==> src/rtl/padd_pkg.sv <==
// Shared constants and helpers for the pipelined adder/subtractor.
// Holds the op encoding, the chunk-width rule and the saturation constants.
// Saturation helpers return 64-bit patterns, so clamping supports WIDTH <= 64.
package padd_pkg;

  localparam logic OP_ADD = 1'b0;
  localparam logic OP_SUB = 1'b1;

  // Each pipeline stage owns one equal-width slice of the carry chain.
  function automatic int chunk_width(input int width, input int stages);
    return width / stages;
  endfunction

  // Largest positive two's-complement value for a given width.
  function automatic logic [63:0] sat_pos(input int width);
    return (64'd1 << (width - 1)) - 64'd1;
  endfunction

  // Most negative two's-complement value for a given width.
  function automatic logic [63:0] sat_neg(input int width);
    return 64'd1 << (width - 1);
  endfunction

endpackage

==> src/rtl/add_chunk.sv <==
// One slice of the carry chain: C-bit ripple adder with carry in and out.
// Latency: purely combinational.
// Backpressure: none; the enclosing stage register decides when it is sampled.
module add_chunk
  import padd_pkg::*;
#(
  parameter int C = 8
) (
  input  logic [C-1:0] a,
  input  logic [C-1:0] b,
  input  logic         cin,
  output logic [C-1:0] sum,
  output logic         cout
);

  assign {cout, sum} = {1'b0, a} + {1'b0, b} + {{C{1'b0}}, cin};

endmodule

==> src/rtl/pipelined_add_sub.sv <==
// Pipelined WIDTH-bit add/subtract; one carry chunk per stage, flags on the last stage.
// Latency: STAGES cycles from accept to out_valid; one result per cycle when unstalled.
// Backpressure: elastic per-stage valid bits; bubbles collapse; PADD_SAT_EN adds clamping.
module pipelined_add_sub
  import padd_pkg::*;
#(
  parameter int WIDTH  = 32,
  parameter int STAGES = 4
) (
  input  logic             clk,
  input  logic             rst_n,
  input  logic             in_valid,
  output logic             in_ready,
  input  logic [WIDTH-1:0] a,
  input  logic [WIDTH-1:0] b,
  input  logic             cin,
  input  logic             sub,
  output logic             out_valid,
  input  logic             out_ready,
  output logic [WIDTH-1:0] sum,
  output logic             cout,
  output logic             ovf,
  output logic             zero
);

  localparam int C = chunk_width(WIDTH, STAGES);

`ifdef PADD_SAT_EN
  localparam logic [63:0]      SAT_POS_X = sat_pos(WIDTH);
  localparam logic [63:0]      SAT_NEG_X = sat_neg(WIDTH);
  localparam logic [WIDTH-1:0] SAT_POS   = SAT_POS_X[WIDTH-1:0];
  localparam logic [WIDTH-1:0] SAT_NEG   = SAT_NEG_X[WIDTH-1:0];
`endif

  // Per-stage valid bits and load enables.
  logic [STAGES-1:0] v;
  logic [STAGES-1:0] ld;

  // Stage registers: operands travel along so upper chunks are still available,
  // r_q accumulates the finished lower result chunks.
  logic [WIDTH-1:0] a_q [STAGES];
  logic [WIDTH-1:0] b_q [STAGES];
  logic [WIDTH-1:0] r_q [STAGES];
  logic             c_q [STAGES];
  logic             ovf_q;
  logic             zero_q;

  // Per-stage inputs (from ports or the previous register) and next values.
  logic [WIDTH-1:0] a_i  [STAGES];
  logic [WIDTH-1:0] b_i  [STAGES];
  logic [WIDTH-1:0] r_i  [STAGES];
  logic             c_i  [STAGES];
  logic             vin  [STAGES];
  logic [WIDTH-1:0] nx_r [STAGES];
  logic             nx_c [STAGES];
  logic             ovf_n;
  logic             zero_n;

  // Subtract is folded into an add of the inverted operand with inverted carry-in.
  logic [WIDTH-1:0] b_eff;
  logic             c_eff;
  assign b_eff = (sub == OP_ADD) ? b : ~b;
  assign c_eff = (sub == OP_SUB) ? ~cin : cin;

  // A stage may load when it is empty or every stage downstream of it can move.
  for (genvar k = 0; k < STAGES; k++) begin : g_ld
    assign ld[k] = out_ready || !(&v[STAGES-1:k]);
  end

  for (genvar k = 0; k < STAGES; k++) begin : g_stage
    logic [C-1:0] s_chunk;
    logic         c_chunk;

    if (k == 0) begin : g_first
      assign a_i[k] = a;
      assign b_i[k] = b_eff;
      assign c_i[k] = c_eff;
      assign r_i[k] = '0;
      assign vin[k] = in_valid;
    end else begin : g_next
      assign a_i[k] = a_q[k-1];
      assign b_i[k] = b_q[k-1];
      assign c_i[k] = c_q[k-1];
      assign r_i[k] = r_q[k-1];
      assign vin[k] = v[k-1];
    end

    add_chunk #(.C(C)) u_chunk (
      .a    (a_i[k][k*C +: C]),
      .b    (b_i[k][k*C +: C]),
      .cin  (c_i[k]),
      .sum  (s_chunk),
      .cout (c_chunk)
    );

    assign nx_c[k] = c_chunk;

    if (k == STAGES - 1) begin : g_last
      logic [WIDTH-1:0] raw;
      logic             of;
      // Chunks above k are still zero in r_i, so OR places the new slice.
      assign raw = r_i[k] | (WIDTH'(s_chunk) << (k * C));
      assign of  = (a_i[k][WIDTH-1] == b_i[k][WIDTH-1]) && (raw[WIDTH-1] != a_i[k][WIDTH-1]);
`ifdef PADD_SAT_EN
      // Overflow direction follows the sign of a: positive a can only overflow upward.
      assign nx_r[k] = of ? (a_i[k][WIDTH-1] ? SAT_NEG : SAT_POS) : raw;
`else
      assign nx_r[k] = raw;
`endif
      assign ovf_n  = of;
      assign zero_n = (nx_r[k] == '0);
    end else begin : g_mid
      assign nx_r[k] = r_i[k] | (WIDTH'(s_chunk) << (k * C));
    end
  end

  // Stage registers: valid moves on every load, data only when the incoming slot is valid.
  always_ff @(posedge clk or negedge rst_n) begin
    if (!rst_n) begin
      v      <= '0;
      ovf_q  <= 1'b0;
      zero_q <= 1'b0;
      for (int k = 0; k < STAGES; k++) begin
        a_q[k] <= '0;
        b_q[k] <= '0;
        r_q[k] <= '0;
        c_q[k] <= 1'b0;
      end
    end else begin
      for (int k = 0; k < STAGES; k++) begin
        if (ld[k]) begin
          v[k] <= vin[k];
          if (vin[k]) begin
            a_q[k] <= a_i[k];
            b_q[k] <= b_i[k];
            r_q[k] <= nx_r[k];
            c_q[k] <= nx_c[k];
          end
        end
      end
      if (ld[STAGES-1] && vin[STAGES-1]) begin
        ovf_q  <= ovf_n;
        zero_q <= zero_n;
      end
    end
  end

  assign in_ready  = ld[0];
  assign out_valid = v[STAGES-1];
  assign sum       = r_q[STAGES-1];
  assign cout      = c_q[STAGES-1];
  assign ovf       = ovf_q;
  assign zero      = zero_q;

endmodule

==> config.mk <==
export PLATFORM = sky130hd
export DESIGN_NAME = pipelined_add_sub
export DESIGN_NICKNAME = d
export VERILOG_FILES = /design/src/rtl/padd_pkg.sv /design/src/rtl/add_chunk.sv /design/src/rtl/pipelined_add_sub.sv
export SDC_FILE = /design/constraint.sdc
export NUM_CORES = 1
export LEC_CHECK = 0
export CAP_MARGIN = 5
export CORE_AREA = 2 2 126 128
export DETAILED_ROUTE_END_ITERATION = 10
export DIE_AREA = 0 0 128 130
export HOLD_SLACK_MARGIN = 0.05
export PLACE_DENSITY_LB_ADDON = 0.1
export SYNTH_ARGS = -nofsm -noshare
export SYNTH_HDL_FRONTEND = slang
export SYNTH_SLANG_ARGS = --single-unit
==> constraint.sdc <==
create_clock -name clk -period 2.3 [get_ports clk]
set_input_delay 0.46 -clock clk [delete_from_list [all_inputs] [get_ports clk]]
set_output_delay 0.46 -clock clk [all_outputs]
set_load 0.01 [all_outputs]
==> flow_summary_export.csv <==
group,metric,value,unit
logic_synthesis,yosysWarnings,0,
die,start_util,54.92,%
cts,h-tree-depth,4,
setup_path,cp.arrival,2.55,ns
cts,cts.path.max_buffers,2,
pwr,p_per_area,1170,nW/µm²
setup_path,cp-start-kind,"flop",
global_routing,antenna_found_initial,0,
die,ioPinCount,107,
logic_synthesis,synth_nets,779,
global_routing,grt_start_max_net_pins,64,
detailed_routing,routed_wl,16870,µm
layout,areaGrowthSynthToFinish,27.05,%
logic_synthesis,yosysUniqueCellTypes,44,
setup_path,crit_type,"reg2reg",
setup_path,cp_data_required_time,2.61,ns
logic_synthesis,syn_avg_cell_area,12.59,µm²
cts,cts-buffers-inserted,17,
logic_synthesis,synth_area_leaders,"dfrtp_1 55%, mux2_2 17%, xnor2_1 4.2%",
logic_synthesis,synth_area_leader_cell,"dfrtp_1",
placement,place_congestion,0.8552,
global_routing,grt_pass1_vias,5678,
sta,finalHoldViolCount,0,
global_routing,grt-ovfl-total,0,
logic_synthesis,synth_common_cells,"186 x dfrtp_1, 126 x mux2_2, 58 x nand2_1",
layout,diodes,0,
detailed_routing,routed_via_density,5.370,
layout,final_layout_size_suffix_gt1_share,27.31,%
logic_synthesis,syn_area,8471,µm²
sta,fin_crit_sh,97.27,%
logic_synthesis,synth_edf_count,0,
die,dieArea,16640,µm²
sta,rsz0062_at_grt,"yes",
detailed_routing,drt_iter0_markers,310,
logic_synthesis,yosysMostFrequentCell,"dfrtp_1",
cts,path_clk_slew,0.07,ns
pwr,leakage,4.736,nW
layout,fill_cells,1107,
sta,worst_slack,0.06286,ns
logic_synthesis,ys_seq_area_share,54.95,%
placement,port_buffers,106,
status,status,"completed",
cts,cts_tree,"built",
setup_path,worstSetupEndpointType,"flop",
global_routing,track_usage,21.91,%
sta,tightest_slew,0.6661,ns
sta,clock.fmax,447.0,MHz
setup_path,crit_fanout,2,
sta,slew_viol_final,0,
logic_synthesis,synth_top_area_share,54.95,%
die,die_x,128,µm
die,core-area,15420,µm²
sta,finClkSkew,0.009808,ns
placement,dp_hpwl,12550,µm
sta,period_minus_slack,2.237,ns
pwr,peakVddDrop,0.6873,mV
die,rows,46,
run,cap_violations,0,
layout,final_net_count,917,
cts,cts_sinks,186,
placement,pre_cts_ws,-0.4740,ns
logic_synthesis,synth-seq-cells,186,
detailed_routing,dr.pass1.iters,4,
logic_synthesis,async_flop_share,100.0,%
hold_path,hp-class,"in2async",
sta,setup_viol,0,
logic_synthesis,synth_cells,673,
sta,timing.slew.headroom,55.18,%
layout,fin_cells,1016,
cts,insertion_delay,0.43,ns
detailed_routing,drcViolationCount,0,
detailed_routing,avgRoutedWirePerCell,16.60,µm
logic_synthesis,synth-main-ff-cell,"dfrtp_1",
detailed_routing,vias,5456,
die,die_h,130,µm
detailed_routing,antenna_left,0,
placement,post-place-cells,982,
cts,cts_root_buf,"clkbuf_16",
global_routing,grt_pass1_wl,28190,µm
==> logic make-up after synthesis <==
logic type                 share of synthesized area (%)
DFF                                                54.95
muxes                                              16.99
and+or+nand+nor                                    6.706
AOI/OAI and AO/OA                                  7.046
buffers and inverters                              3.013
xor gates and xnor gates                           5.273
adders and majority gates                          6.027
==> cell type report <==
class	count	area, µm²	share of cell area (%)
clock buffers	22	464.2	4.313
clock inverters	10	95.09	0.8836
inverters	25	93.84	0.8720
multi-input cells	434	3692	34.31
flip-flops and latches	186	4654	43.25
well taps	192	240.2	2.232
repair buffers	147	1521	14.14
==> registers in the layout, summed over array words and instances (netlist names), 3 cells and up <==
| name | count |
|---|---|
| c_i | 3 |
| sum | 32 |
| r_i | 48 |
| v | 4 |
| a_i | 48 |
| b_i | 48 |
==> critical path: stages (launching register included) <==
cell and delay, ns:
dfrtp_1 0.40, fa_2 0.41, inv_2 0.07, fa_2 0.20
nand2b_4 0.14, a21oi_4 0.07, buf_6 0.12, a21o_1 0.15
a21oi_2 0.17, xnor2_2 0.11, mux2_4 0.27
==> worst paths after layout <==
check,slack (ns),endpoint,depth (start not counted),start
hold reg to reg,0.47,b_i[80]$_DFFE_PN0P_,2,b_i[80]$_DFFE_PN0P_
setup / recovery,0.06,sum[30]$_DFFE_PN0P_,10,c_i[0]$_DFFE_PN0P_
max in group asynchronous,1.12,a_i[74]$_DFFE_PN0P_,3,rst_n
hold / removal,0.47,b_i[91]$_DFFE_PN0P_,2,rst_n
setup reg to reg,0.06,sum[30]$_DFFE_PN0P_,10,c_i[0]$_DFFE_PN0P_
min in group clk,0.47,b_i[80]$_DFFE_PN0P_,2,b_i[80]$_DFFE_PN0P_
==> where the power goes <==
part / total (mW) / internal, mW / leakage, nW / switching [mW]
registers: 5.14 / 4.41 / 2.23 / 0.730
logic: 4.70 / 2.61 / 2.23 / 2.09
clock network: 2.76 / 1.55 / 0.270 / 1.21
total: 12.6 / 8.56 / 4.74 / 4.03
==> per-stage QoR <==
step	utilization [%]	area, µm²	total power, mW	setup TNS [ns]	hold WS [ns]
4_1_cts	69.24	10680	12.53	0	0.4677
5_1_grt	69.77	10760	13.39	-0.03551	0.4856
3_5_place_dp	65.36	10080	9.637	-3.235	0.3505
3_3_place_gp	65.36	10080	9.388	-3.170	0.3502
2_1_floorplan	-	8523	7.773	-0.2126	0.1644
6_report	69.77	10760	12.60	0	0.4672
==> timing repair <==
item	in CTS	in global routing
endpoints found under the setup margin	6	10
hold endpoints to repair	26	0
hold buffers	1	0
gates cloned	0	0
pin swaps	0	9
gates resized for setup	9	19
buffers inserted	0	1
==> metal layers <==
| layer | track usage [%] | wire, µm | part of all wire [%] | vias to the layer above |
|---|---|---|---|---|
| met5 | 0 | 0 | 0 | - |
| met4 | 7.111 | 247 | 1.5 | 0 |
| met3 | 3.936 | 409 | 2.4 | 21 |
| met2 | 38.47 | 8812 | 52 | 92 |
| met1 | 27.86 | 7398 | 44 | 2736 |
| li1 | - | - | - | 2607 |
==> cells in the final DEF, fill, tap and decap left out, types with 3 or more instances in the layout <==
master,Yosys,routed
or3_1,3,3
o21bai_1,4,4
nand2b_1,7,6
clkbuf_1,5,3
nand3_1,4,4
fa_2,0,7
clkinv_4,0,4
inv_1,25,23
buf_12,0,12
nor3_1,10,10
xnor2_1,41,37
a21oi_2,0,4
nand4_1,3,3
clkbuf_16,0,17
a21oi_1,13,8
o21ai_0,52,52
xnor2_2,0,3
nand2_1,58,56
o31ai_1,7,6
buf_4,1,27
xor2_1,10,10
ha_1,28,28
nor2_1,16,16
nor4_1,5,5
dfrtp_1,186,186
o21a_1,7,7
clkdlybuf4s50_1,0,101
mux2_2,126,125
nor2b_1,4,4
clkinv_2,0,3
a21o_1,5,5
No activity file was read; power rests on OpenSTA's default activity.
